File: config.mk
export PLATFORM = sky130hd
export DESIGN_NAME = dm_access_arbiter
export DESIGN_NICKNAME = d
export VERILOG_FILES = /design/src/rtl/dm_access_arbiter.sv
export SDC_FILE = /design/constraint.sdc
export NUM_CORES = 1
export LEC_CHECK = 0
export ABC_CLOCK_PERIOD_IN_PS = 2000
export CAP_MARGIN = 30
export CORE_AREA = 2 2 133 135
export DETAILED_ROUTE_END_ITERATION = 12
export DIE_AREA = 0 0 135 137
export DONT_BUFFER_PORTS = 1
export PLACE_DENSITY = 0.3
export REMOVE_ABC_BUFFERS = 1
export SLEW_MARGIN = 15
export SYNTH_ARGS = -nofsm -noshare
export SYNTH_HDL_FRONTEND = slang
export SYNTH_SLANG_ARGS = --single-unit
File: constraint.sdc
create_clock -name clk -period 2 [get_ports clk]
set_input_delay 0 -clock clk [delete_from_list [all_inputs] [get_ports clk]]
set_output_delay 0 -clock clk [all_outputs]
set_load 0.01 [all_outputs]
File: src/rtl/dm_access_arbiter.sv
// Data-memory port arbiter between the CPU MEM stage (port 0) and a DMA/loader (port 1).
// Optional round-robin tie-break in IDLE is enabled by defining DM_ARB_RR_EN.
module dm_access_arbiter #(
    parameter int unsigned STARVE_MAX = 4,
    parameter int unsigned BURST_MAX  = 8
) (
    input  logic        clk,
    input  logic        reset,
    // CPU (MEM stage) side
    input  logic        cpu_req,
    input  logic        cpu_we,
    input  logic [31:0] cpu_addr,
    input  logic [31:0] cpu_wd,
    input  logic [1:0]  cpu_width,
    input  logic        cpu_sign,
    input  logic [31:0] cpu_pc,
    output logic        cpu_stall,
    output logic        cpu_gnt,
    // DMA / loader side
    input  logic        dma_req,
    input  logic        dma_lock,
    input  logic        dma_we,
    input  logic [31:0] dma_addr,
    input  logic [31:0] dma_wd,
    input  logic [1:0]  dma_width,
    input  logic        dma_sign,
    output logic        dma_gnt,
    // Data memory side
    input  logic [31:0] dm_rd,
    output logic [31:0] rdata,
    output logic        dm_we,
    output logic [31:0] dm_addr,
    output logic [31:0] dm_wd,
    output logic [1:0]  dm_width,
    output logic        dm_sign,
    output logic [31:0] dm_pc
);

    typedef enum logic [1:0] {
        IDLE  = 2'd0,
        FORCE = 2'd1,
        BURST = 2'd2
    } state_t;

    localparam int unsigned SW = $clog2(STARVE_MAX + 1);
    localparam int unsigned BW = $clog2(BURST_MAX + 1);

    state_t        state_q, state_d;
    logic [SW-1:0] starve_cnt_q, starve_cnt_d;
    logic [BW-1:0] burst_cnt_q, burst_cnt_d;
    logic          cpu_win, dma_win;
`ifdef DM_ARB_RR_EN
    logic          rr_last_q, rr_last_d;
`endif

    // burst_cnt counts locked DMA grants including the one that opened the burst,
    // so a burst never exceeds BURST_MAX grants in total.
    always_comb begin
        state_d      = state_q;
        starve_cnt_d = starve_cnt_q;
        burst_cnt_d  = burst_cnt_q;
        cpu_win      = 1'b0;
        dma_win      = 1'b0;
`ifdef DM_ARB_RR_EN
        rr_last_d    = rr_last_q;
`endif
        unique case (state_q)
            IDLE: begin
`ifdef DM_ARB_RR_EN
                cpu_win = cpu_req & ~(dma_req & rr_last_q);
`else
                cpu_win = cpu_req;
`endif
                dma_win     = dma_req & ~cpu_win;
                burst_cnt_d = '0;
                if (dma_req & ~dma_win) begin
                    if (starve_cnt_q >= SW'(STARVE_MAX - 1)) begin
                        starve_cnt_d = SW'(STARVE_MAX);
                        state_d      = FORCE;
                    end else begin
                        starve_cnt_d = starve_cnt_q + 1'b1;
                    end
                end else begin
                    starve_cnt_d = '0;
                    if (dma_win & dma_lock) begin
                        state_d     = BURST;
                        burst_cnt_d = BW'(1);
                    end
                end
            end
            FORCE: begin
                dma_win      = dma_req;
                starve_cnt_d = '0;
                if (dma_req & dma_lock) begin
                    state_d     = BURST;
                    burst_cnt_d = BW'(1);
                end else begin
                    state_d = IDLE;
                end
            end
            BURST: begin
                dma_win      = dma_req;
                starve_cnt_d = '0;
                if (~dma_req | ~dma_lock | (burst_cnt_q >= BW'(BURST_MAX - 1))) begin
                    state_d     = IDLE;
                    burst_cnt_d = '0;
                end else begin
                    burst_cnt_d = burst_cnt_q + 1'b1;
                end
            end
            default: begin
                state_d      = IDLE;
                starve_cnt_d = '0;
                burst_cnt_d  = '0;
            end
        endcase
`ifdef DM_ARB_RR_EN
        // rr_last = 1 means the CPU took the most recent grant
        if (cpu_win) begin
            rr_last_d = 1'b1;
        end else if (dma_win) begin
            rr_last_d = 1'b0;
        end
`endif
        if (reset) begin
            cpu_win = 1'b0;
            dma_win = 1'b0;
        end
    end

    always_ff @(posedge clk) begin
        if (reset) begin
            state_q      <= IDLE;
            starve_cnt_q <= '0;
            burst_cnt_q  <= '0;
`ifdef DM_ARB_RR_EN
            rr_last_q    <= 1'b0;
`endif
        end else begin
            state_q      <= state_d;
            starve_cnt_q <= starve_cnt_d;
            burst_cnt_q  <= burst_cnt_d;
`ifdef DM_ARB_RR_EN
            rr_last_q    <= rr_last_d;
`endif
        end
    end

    always_comb begin
        cpu_gnt   = cpu_win;
        dma_gnt   = dma_win;
        cpu_stall = cpu_req & ~cpu_win & ~reset;
        dm_we     = (cpu_win & cpu_we) | (dma_win & dma_we);
        dm_addr   = dma_win ? dma_addr  : cpu_addr;
        dm_wd     = dma_win ? dma_wd    : cpu_wd;
        dm_width  = dma_win ? dma_width : cpu_width;
        dm_sign   = dma_win ? dma_sign  : cpu_sign;
        dm_pc     = cpu_win ? cpu_pc    : '0;
        rdata     = dm_rd;
    end

endmodule

==> Word level (Yosys, flattened, before mapping) <==
Cells that the tools add are included.
W data, S select, Z words.
{ "word_totals": {"inputBits": 205, "word_cells": 59, "ff_bits": 9} }
{ "classes": {"bitwise_logic": 19, "n_mux": 21, "eq_ne": 6, "add_sub_neg": 2, "order_cmp": 2, "reduce_logical": 5} }
{ "ops": {"columns": ["operator", "count"], "rows": [
  ["$mux W32", 3],
  ["$mux W2", 6],
  ["$pmux W4 S3", 1],
  ["$and A1 B1 Y1", 8],
  ["$mux W4", 2],
  ["$not A1 Y1", 8],
  ["$mux W1", 6],
  ["$ne A3 B3 Y1 const B", 2],
  ["$pmux W2 S3", 1],
  ["$add A4 B1 Y4 const B", 1],
  ["$ge A4 B3 Y1 const B", 1],
  ["$ne A2 B2 Y1 const B", 2],
  ["$reduce_or A4 Y1", 1],
  ["$add A3 B1 Y3 const B", 1],
  ["$ge A3 B2 Y1 const B", 1],
  ["$mux W3", 1],
  ["$or A1 B1 Y1", 3],
  ["$reduce_and A3 Y1", 1],
  ["$reduce_or A3 Y1", 1],
  ["$eq A2 B1 Y1 const B", 1],
  ["$eq A2 B2 Y1 const B", 1],
  ["$logic_not A2 Y1", 1],
  ["$pmux W1 S2", 1],
  ["$reduce_or A2 Y1", 1]
]} }

==> Logic depth before layout (Yosys ltp) <==
Gate-level depths: netlist of run 1.
{ "logic_depth": {"depth_word": 6, "ltp_mapped": 8, "depth_no_buf": 6} }

==> Worst setup path after synthesis of run 1 <==
Ideal clock, no wire load.
{ "synth_path": {"path_kind": "register to output", "startpoint": "reg state_q[0]", "endpoint": "out dm_wd[13]", "setup_slack_ns": 0.112, "stages_incl_launch_ff": 8, "arrival_ns": 1.888, "required_ns": 2.000, "cell_sequence": "dfxtp_1 -> inv_1 -> ha_1 -> nor2b_1 -> o211ai_1 -> buf_2 -> buf_2 -> mux2_2"} }
{ "synth_between": {"elab_chain_len": 5, "word_cells_on_any_way": 7, "classes_between": "eq/ne: 2; mux: 3; reduce/logical: 2"} }
{ "synth_lines": {"columns": ["item", "line_no", "text"], "rows": [
  ["start: declaration", "48", "state_t state_q, state_d;"],
  ["start signal: assignment", "140", "state_q <= state_d;"],
  ["$eq A2 B2 Y1 or $eq A2 B1 Y1 (tied branches)", "67", "unique case (state_q)"],
  ["$reduce_or A2 Y1 (no line)", null, null],
  ["$pmux W1 S2 (*)", "67", null],
  ["$mux W1 (*)", "125", "if (reset) begin"],
  ["$mux W32 (*)", "155", "dm_wd = dma_win ? dma_wd : cpu_wd;"],
  ["end: declaration", "33", "output logic [31:0] dm_wd,"]
]} }
Every way passes the cells marked *; elsewhere a longest branch is shown, timed or not.

==> Worst setup path after layout of run 1 <==
{ "layout_path": {"startpoint": "reg state_q[1]", "endpoint": "out dm_wd[17]"} }
Same word-level chain as after synthesis.

==> impl_metrics.csv, run 1 <==
group,metric,value,unit
cells_and_area,final_common_cell,"mux2_2",
cells_and_area,drive_above_1_share,53.8,%
cells_and_area,fin_area,0.00233,mm²
cells_and_area,antennaDiodeCount,0,
global_route,grt_pass1_wl,13700,µm
critical_path,end_kind,"output pin",
synth,ys_seq_elements,9,
clocking,clockBufferDepth,2,
power_and_ir_drop,intPower,735,µW
clocking,path_clk_slew,0.04,ns
power_and_ir_drop,power,1100,µW
job,maxCapViolCount,0,
route,drtIter0Drc,51,
global_route,grt_pass1_vias,1371,
timing,tightest_slew,0.494,ns
floorplanning,start_util,10.4,%
clocking,clock_latency,0.24,ns
synth,yosysWarnings,0,
floorplanning,core-area,0.0171,mm²
placement,dp_hpwl,10500,µm
clocking,root_buffer,"clkbuf_16",
critical_path,cp_slowest_cell,"dfxtp_2",
global_route,gr-total-overflow,0,
power_and_ir_drop,p_sw,367,µW
critical_path,criticalPathCategory,"reg -> out",
clocking,cts_made_buffers,3,
cells_and_area,area_delta_synth_final,31.4,%
route,first_pass_iters,4,
synth,synth_area_leaders,"mux2_2, buf_4, and2_1",
run_status,status,"complete, no violations",
timing,setup_ws,0.0494,ns
route,route.vias.total,1536,
critical_path,arrival,1.95,ns
synth,syn-mean-instance-area,8.76,µm²
timing,skew,0.00648,ns
power_and_ir_drop,combPwrFrac,50.0,%
cells_and_area,nNetsFinal,399,
floorplanning,die_h,137,µm
critical_path,crit_fanout,8,
power_and_ir_drop,clkPwrFrac,32.6,%
power_and_ir_drop,vdd_ir_drop_max,0.000187,V
timing,max-slew-margin-rel,67.0,%
route,viasPerCell,3.74,
critical_path,slowest_delay,0.36,ns
critical_path,required,2.00,ns
placement,dp.cells,388,
global_route,grt_max_degree,35,
synth,ys_types,31,
global_route,antenna_found_initial,0,
cells_and_area,stdcell_count,411,
cells_and_area,seq_area,183,µm²
timing,layout_min_cycle_time,1.95,ns
placement,portBuffers,0,
floorplanning,core.rowCount,48,
global_route,grt_usage,11.3,%
cells_and_area,fillerInstances,1945,
cells_and_area,mostFrequentLayoutCells,"mux2_2, and2_1, mux2_4",
synth,ys_seq_area_share,10.2,%
power_and_ir_drop,sequentialPowerShare,17.5,%
floorplanning,die_w,135,µm
timing,drv_slew,0,
clocking,cts_tree,"yes",
synth,synth_top_area_share,42.6,%
timing,finalHoldViolCount,0,
synth,syn_area,0.00177,mm²
synth,yosysTopAreaCell,"mux2_2",
route,wire_per_inst,31.3,µm
clocking,h-tree-depth,1,
power_and_ir_drop,power_density,474,mW/mm²
clocking,numClockSinks,9,
synth,synthCells,202,
placement,pre_cts_slack,0.132,ns
route,drt-total-wl,12800,µm
floorplanning,io_pins,340,
timing,fmax,513,MHz
timing,period_share,97.5,%
route,drc_errors,0,
timing,finalSetupViolCount,0,
critical_path,worstPathCellList,"inv_2 -> ha_4 -> nor2b_4 -> o211ai_1 -> buf_4 -> buf_12 -> clkbuf_16 -> mux2_4",
placement,dpl_cell_area,0.00181,mm²
critical_path,start_kind,"register",
route,drt.antenna.violating_nets,0,
power_and_ir_drop,p_sw_share,33.3,%
floorplanning,dieArea,0.0185,mm²
cells_and_area,final_core_util,13.6,%
power_and_ir_drop,p_leak,0.000973,µW
worst_hold_path,hp-class,"in -> out",
placement,routabilityCongestion,0.936,
cells_and_area,multi_input_area,0.00141,mm²
[flip-flops by register name, summed over array words and instances, names as in the netlist]
name,cells
starve_cnt_q,3
burst_cnt_q,4
state_q,2
[what timing repair did]
action / 4_1_cts / 5_1_grt
endpoints found under the setup margin: 68 / 68
hold buffers: 2 / 0
resized for setup: 5 / 47
hold endpoints to repair: 9 / 0
setup buffers: 1 / 5
gates cloned: 1 / 10
pin swaps: 1 / 1
[per-layer routing]
| layer | up-vias | part of all wire, % | track usage [%] |
|---|---|---|---|
| met1 | 701 | 28 | 9.32 |
| li1 | 650 | - | - |
| met5 | - | 0 | 0 |
| met3 | 4 | 23 | 12.6 |
| met2 | 181 | 48 | 18.5 |
| met4 | 0 | 0.49 | 1.74 |
[logic make-up after synthesis]
group                    count (synthesis)  synth area share (%)
AND/OR/NAND/NOR                         52                  17.7
flip-flops                               9                  10.2
AO/OA/AOI/OAI                           18                  6.93
adder cells (fa/ha/maj)                  7                  4.95
buffers and inverters                   49                  17.7
multiplexers                            67                  42.6
[power by group through the flow]
stage               sequential, µW  clock, µW  combinational (µW)
floorplan                      193          0                 343
global placement               194          0                 391
detailed placement             194          0                 390
CTS                            191        368                 411
global route                   193        381                 582
finish                         193        359                 551
[cell type report]
cell class	instances	share of cell area, %
Timing Repair Buffer	24	15.0
Clock inverter	1	0.215
Sequential cell	9	7.85
Tap cell	225	12.1
Clock buffer	3	3.23
Multi-Input combinational cell	144	60.8
Inverter	5	0.807
[path summary, 6_finish.rpt]
check	endpoint	slack [ns]	cells past startpoint	start
worst min-delay path	rdata[24]	0.00005	0	dm_rd[24]
worst max register to register	burst_cnt_q[1]	0.22	7	state_q[0]
worst max-delay path	dm_wd[17]	0.05	8	state_q[1]
worst min register to register	starve_cnt_q[0]	0.45	1	starve_cnt_q[2]
[synthesized netlist by cell type]
cell and number:
and4_1 1, nor2b_1 1, a311oi_1 1, nand2_1 3, a22o_1 1, a2111o_1 1, o21ai_0 2, o21a_1 1
and3b_1 1, nor2_1 3, ha_1 7, clkbuf_1 5, nor3_1 1, buf_2 7, o211ai_1 1, inv_1 5
or3b_1 1, nor4_1 1, and2_1 32, nand2_2 1, a32oi_1 1, nor3b_1 1, a211oi_1 2, dfxtp_1 9
a31oi_1 1, buf_4 32, mux2_2 67, a21oi_1 6, nand3_1 4, o221ai_1 1, or3_1 2
[through the flow]
stage,TNS [ns],hold WS (ns)
final,0,0.0000465
after detailed placement,0,0.000143
after floorplan,-181.84,0
after global routing,-0.00625,0.0000476
after global placement,0,0.000143
after CTS,-0.111,0.000143
[worst max-delay path: cells and delay by family (launching register included)]
kind	cells	cell delay [ns]
and+or+nand+nor	1	0.12
AOI/OAI and AO/OA	1	0.14
muxes	1	0.33
adders and majority gates	1	0.16
buffers and inverters	4	0.59
DFF	1	0.36
(Power assumes the default switching activity.)
==> inputs of run 2 (changes only) <==
--- a/config.mk
+++ b/config.mk
@@ -12,7 +12,6 @@
 export DIE_AREA = 0 0 135 137
 export DONT_BUFFER_PORTS = 1
 export PLACE_DENSITY = 0.3
-export REMOVE_ABC_BUFFERS = 1
 export SLEW_MARGIN = 15
 export SYNTH_ARGS = -nofsm -noshare
 export SYNTH_HDL_FRONTEND = slang
==> impl_metrics.csv, run 2 (synthesis results as in run 1) <==
group,metric,value,unit
cells_and_area,multi_input_area,0.00148,mm²
cells_and_area,area_delta_synth_final,33.1,%
worst_hold_path,hold_depth,0,
timing,tns,0,ns
cells_and_area,nNetsFinal,394,
global_route,grt_pass1_wl,9330,µm
cells_and_area,drive_above_1_share,51.4,%
timing,tightest_slew,0.518,ns
cells_and_area,mostFrequentLayoutCells,"mux2_4, and2_1, mux2_2",
timing,max-slew-margin-rel,65.3,%
route,wire_per_inst,20.8,µm
cells_and_area,stdcell_count,406,
floorplanning,die_h,137,µm
route,viasPerCell,3.71,
floorplanning,die_w,135,µm
route,drt-total-wl,8430,µm
critical_path,worstReg2RegEnd,"state_q[1]",
timing,fmax,506,MHz
critical_path,reg2reg_slack,0.24,ns
placement,dp_hpwl,6150,µm
power_and_ir_drop,p_sw,373,µW
job,maxCapViolCount,0,
power_and_ir_drop,p_sw_share,33.1,%
worst_hold_path,min-delay-start,"dm_rd[5]",
route,route.vias.total,1508,
cells_and_area,reg_top3,"burst_cnt_q (4), starve_cnt_q (3), state_q (2)",
critical_path,reg2reg_from,"starve_cnt_q[0]",
placement,routabilityCongestion,0.790,
placement,dp.cells,387,
clocking,h-tree-depth,1,
cells_and_area,seq_area,183,µm²
floorplanning,io_pins,340,
critical_path,crit_fanout,4,
floorplanning,core-area,0.0171,mm²
timing,drv_slew,0,
timing,finalHoldViolCount,0,
route,drtIter0Drc,84,
critical_path,required,2.00,ns
power_and_ir_drop,clkPwrFrac,31.7,%
run_status,status,"complete, no violations",
clocking,clockBufferDepth,2,
global_route,gr-total-overflow,0,
cells_and_area,fillerInstances,1953,
floorplanning,start_util,10.4,%
worst_hold_path,min_to,"rdata[5]",
timing,finalSetupViolCount,0,
power_and_ir_drop,intPower,754,µW
cells_and_area,antennaDiodeCount,0,
route,drt.antenna.violating_nets,0,
global_route,grt_max_degree,36,
clocking,cts_made_buffers,3,
worst_hold_path,hp-class,"in -> out",
power_and_ir_drop,sequentialPowerShare,16.9,%
timing,grt_setup_unrepaired,"true",
cells_and_area,final_common_cell,"mux2_4",
power_and_ir_drop,p_leak,0.00105,µW
timing,layout_min_cycle_time,1.97,ns
power_and_ir_drop,vdd_ir_drop_max,0.000169,V
placement,portBuffers,0,
cells_and_area,largest-register,"burst_cnt_q",
global_route,grt_usage,7.13,%
timing,skew,0.000940,ns
clocking,cts_tree,"yes",
synth,synth_nets,414,
timing,period_share,98.7,%
clocking,numClockSinks,9,
floorplanning,dieArea,0.0185,mm²
clocking,path_clk_slew,0.04,ns
critical_path,r2r_cells,5,
critical_path,arrival,1.97,ns
power_and_ir_drop,combPwrFrac,51.4,%
critical_path,criticalPathCategory,"reg -> out",
power_and_ir_drop,power_density,478,mW/mm²
clocking,root_buffer,"clkbuf_16",
floorplanning,core.rowCount,48,
critical_path,end_kind,"output pin",
route,drc_errors,0,
global_route,antenna_found_initial,3,
cells_and_area,largest_reg_flops,4,
global_route,grt_pass1_vias,1329,
clocking,clock_latency,0.23,ns
route,first_pass_iters,4,
critical_path,start_kind,"register",
run 2: worst max path at each step:
stage                  endpoint  startpoint  cells past startpoint
finish              dm_addr[28]  state_q[0]                      8
global route        dm_addr[28]  state_q[0]                      8
CTS                 dm_addr[27]  state_q[0]                      8
detailed placement    dm_wd[16]  state_q[0]                      6
global placement      dm_wd[16]  state_q[0]                      6
floorplan             dm_wd[13]  state_q[0]                      7
run 2: final cells by class:
class | instances | share of cell area, %
clock buffers | 4 | 3.35
flip-flops and latches | 9 | 7.75
inverters | 5 | 0.797
well taps | 225 | 11.9
multi-input cells | 144 | 62.7
repair buffers | 19 | 13.5
run 2: stage by stage:
step           hold slack, ns  utilization [%]  total power [µW]  area [µm²]  worst slack [ns]
6_report           0.00000444             13.8              1130        2360            0.0250
3_3_place_gp        0.0000686             10.6               599        1800             0.177
3_5_place_dp        0.0000686             10.6               599        1800             0.125
2_1_floorplan          0.0918                -               599        1770             0.112
5_1_grt             0.0000168             13.8              1190        2360           -0.0761
4_1_cts             0.0000686             12.4              1060        2110           -0.0449
run 2: routing by layer:
| layer | global-route usage [%] | part of all wire (%) | vias to the layer above |
|---|---|---|---|
| li1 | - | - | 642 |
| met1 | 11.0 | 43 | 731 |
| met2 | 10.0 | 48 | 115 |
| met3 | 1.85 | 7.7 | 14 |
| met4 | 0.926 | 0.30 | 6 |
| met5 | 0 | 0.44 | - |
run 2: power groups by stage:
stage | Combinational [µW] | Clock (µW) | Sequential, µW
2_1_floorplan | 406 | 0 | 193
3_3_place_gp | 405 | 0 | 194
3_5_place_dp | 404 | 0 | 194
4_1_cts | 501 | 367 | 190
5_1_grt | 613 | 381 | 191
6_report | 580 | 357 | 190
run 2: worst max-delay path, stage by stage, from the launching register on:
cell       delay [ns]
dfxtp_2          0.32
inv_1            0.05
ha_2             0.18
nor2b_1          0.13
o211ai_1         0.19
buf_4            0.18
buf_12           0.12
bufbuf_16        0.25
mux2_4           0.32
run 2: what timing repair did:
action / 4_1_cts / 5_1_grt
pin swaps: 1 / 1
setup endpoints to repair: 68 / 68
setup buffers: 6 / 0
hold endpoints to repair: 9 / 0
gates resized for setup: 11 / 54
gates cloned: 5 / 2
hold buffers: 2 / 0
==> inputs of run 3 (changes only) <==
--- a/config.mk
+++ b/config.mk
@@ -5,13 +5,14 @@
 export SDC_FILE = /design/constraint.sdc
 export NUM_CORES = 1
 export LEC_CHECK = 0
+export ABC_AREA = 1
 export ABC_CLOCK_PERIOD_IN_PS = 2000
+export BUFFER_PORTS_ARGS = -buffer_cell sky130_fd_sc_hd__buf_2
 export CAP_MARGIN = 30
 export CORE_AREA = 2 2 133 135
 export DETAILED_ROUTE_END_ITERATION = 12
 export DIE_AREA = 0 0 135 137
-export DONT_BUFFER_PORTS = 1
-export PLACE_DENSITY = 0.3
+export PLACE_DENSITY = 0.45
 export SLEW_MARGIN = 15
 export SYNTH_ARGS = -nofsm -noshare
 export SYNTH_HDL_FRONTEND = slang
==> impl_metrics.csv, run 3 <==
group,metric,value,unit
critical_path,reg2reg_slack,0.61,ns
critical_path,crit_start,"state_q[0]",
placement,pre_cts_slack,0.293,ns
clocking,clockBufferDepth,2,
run_status,status,"complete, no violations",
timing,drv_slew,0,
critical_path,required,2.00,ns
timing,tightest_slew,0.405,ns
cells_and_area,stdcell_count,871,
power_and_ir_drop,power,2030,µW
cells_and_area,antennaDiodeCount,0,
timing,period_share,91.6,%
clocking,cts_tree,"yes",
critical_path,worstReg2RegEnd,"burst_cnt_q[0]",
route,drc_errors,0,
power_and_ir_drop,power_density,576,mW/mm²
synth,syn-mean-instance-area,4.71,µm²
worst_hold_path,hp-class,"in -> out",
synth,yosysWarnings,0,
cells_and_area,nNetsFinal,859,
placement,dp.cells,863,
timing,setup_ws,0.169,ns
synth,synth_area_leaders,"nand2_1, buf_4, inv_1",
placement,routabilityCongestion,0.750,
route,first_pass_iters,4,
timing,finalSetupViolCount,0,
global_route,antenna_found_initial,1,
global_route,grt_max_degree,68,
timing,layout_min_cycle_time,1.83,ns
floorplanning,die_w,135,µm
placement,portBuffers,275,
cells_and_area,reg_top3,"burst_cnt_q (4), starve_cnt_q (3), state_q (2)",
clocking,numClockSinks,9,
timing,fmax,546,MHz
timing,finalHoldViolCount,0,
global_route,gr-total-overflow,0,
synth,ys.flop_type,"dfxtp_1",
route,route.vias.total,3115,
clocking,cts_made_buffers,3,
route,drt.antenna.violating_nets,0,
critical_path,end_kind,"output pin",
timing,max-slew-margin-rel,72.9,%
route,wire_per_inst,11.9,µm
global_route,grt_usage,8.77,%
synth,ys_types,16,
placement,dp_hpwl,7990,µm
cells_and_area,final_core_util,20.6,%
synth,synth_common_cells,"nand2_1, inv_1, nor2_1, buf_4",
critical_path,start_kind,"register",
critical_path,crit_end,"dm_wd[31]",
critical_path,criticalPathCategory,"reg -> out",
floorplanning,core-area,0.0171,mm²
floorplanning,dieArea,0.0185,mm²
cells_and_area,drive_above_1_share,44.7,%
synth,synth.most_common_cell,"nand2_1",
route,drt-total-wl,10400,µm
floorplanning,core.rowCount,48,
floorplanning,io_pins,340,
job,maxCapViolCount,0,
clocking,path_clk_slew,0.04,ns
synth,yosysTopAreaCell,"nand2_1",
clocking,h-tree-depth,1,
clocking,clock_latency,0.24,ns
cells_and_area,largest-register,"burst_cnt_q",
cells_and_area,final_common_cell,"buf_2",
timing,grt_setup_unrepaired,"false",
critical_path,r2r_cells,9,
clocking,postCtsSetupBuffers,0,
power_and_ir_drop,vdd_ir_drop_max,0.000223,V
synth,syn_area,0.00192,mm²
cells_and_area,mostFrequentLayoutCells,"buf_2, nand2_1, inv_1",
clocking,root_buffer,"clkbuf_16",
floorplanning,start_util,11.3,%
critical_path,reg2reg_from,"state_q[1]",
synth,synthCells,408,
route,viasPerCell,3.58,
critical_path,crit_fanout,16,
synth,synth_nets,620,
route,drtIter0Drc,101,
cells_and_area,largest_reg_flops,4,
critical_path,arrival,1.83,ns
global_route,grt_pass1_vias,2585,
floorplanning,die_h,137,µm
synth,synth_edf_count,0,
timing,tns,0,ns
global_route,grt_pass1_wl,12800,µm
synth,ys_seq_area_share,9.38,%
synth,postSynth.asyncResetShare,0,%
timing,skew,0.00221,ns
cells_and_area,area_delta_synth_final,83.2,%
synth,ys_seq_elements,9,
synth,synth_top_area_share,44.6,%
power_and_ir_drop,p_leak,0.00240,µW
-- run 3: cell count changes after synthesis, sizes merged, moves of 2 or more --
cell and delta:
inv +45, nand3 +6, a211oi -2, or3 -2
nor2 +42, mux2 -67, buf +4, and2 -32
nand4 +2, nand2 +224
-- run 3: critical path, cell delays in order (launching register included) --
cell	delay, ns
dfxtp_1	0.34
inv_1	0.10
ha_4	0.27
nand2_1	0.04
nand2_1	0.11
nand3_4	0.15
inv_8	0.14
buf_12	0.15
nand2_1	0.10
nand2_1	0.06
buf_2	0.12
-- run 3: how the worst min path moves through the flow --
| stage | from | depth (start not counted) | to | slack, ns |
|---|---|---|---|---|
| after detailed placement | dm_rd[20] | 0 | rdata[20] | 0.00007 |
| after global routing | dm_rd[0] | 0 | rdata[0] | 0.00002 |
| after global placement | dm_rd[20] | 0 | rdata[20] | 0.00007 |
| after CTS | dm_rd[20] | 0 | rdata[20] | 0.00007 |
| final | dm_rd[17] | 0 | rdata[17] | 0.000004 |
| after floorplan | reset | 1 | cpu_stall | 0.05 |
-- run 3: cell type report --
class                      count  area [µm²]
multi-input combinational    300        1240
fill                        1982       13500
timing repair buffer         283        1540
inverter                      50         195
clock buffer                   4        78.8
sequential                     9         181
tap                          225         282
-- run 3: per-stage QoR --
stage | hold slack (ns) | cell area [µm²]
2_1_floorplan | 0.0544 | 1920
3_3_place_gp | 0.0000686 | 3330
3_5_place_dp | 0.0000686 | 3330
4_1_cts | 0.0000686 | 3410
5_1_grt | 0.0000168 | 3520
6_report | 0.00000450 | 3520
-- run 3: where the power goes --
group | total (µW) | switching [µW] | internal [µW]
clock | 357 | 90.6 | 267
combinational | 1460 | 830 | 627
sequential | 213 | 14.5 | 198
total | 2030 | 935 | 1090
-- run 3: kinds of logic (layout without fill, tap and decap cells) --
family          Yosys count  in the layout  share of synthesized area [%]
flops                     9              9                           9.38
simple gates            286            286                           57.1
fa+ha+maj                 7              7                           4.56
buf+inv                  99            337                           27.1
compound gates            7              7                           1.82
-- run 3: timing repair --
item / 4_1_cts / 5_1_grt
endpoints found under the setup margin: 0 / 49
resized for setup: 0 / 8
endpoints found under the hold margin: 2 / 0
hold buffers: 1 / 0
-- run 3: per-layer routing --
metal	global-route usage, %	routed length (µm)	vias up
met2	17.9	5100	222
met5	0	0	-
met1	9.11	4040	1253
met4	0.984	47	0
met3	2.44	1180	10
li1	-	-	1630
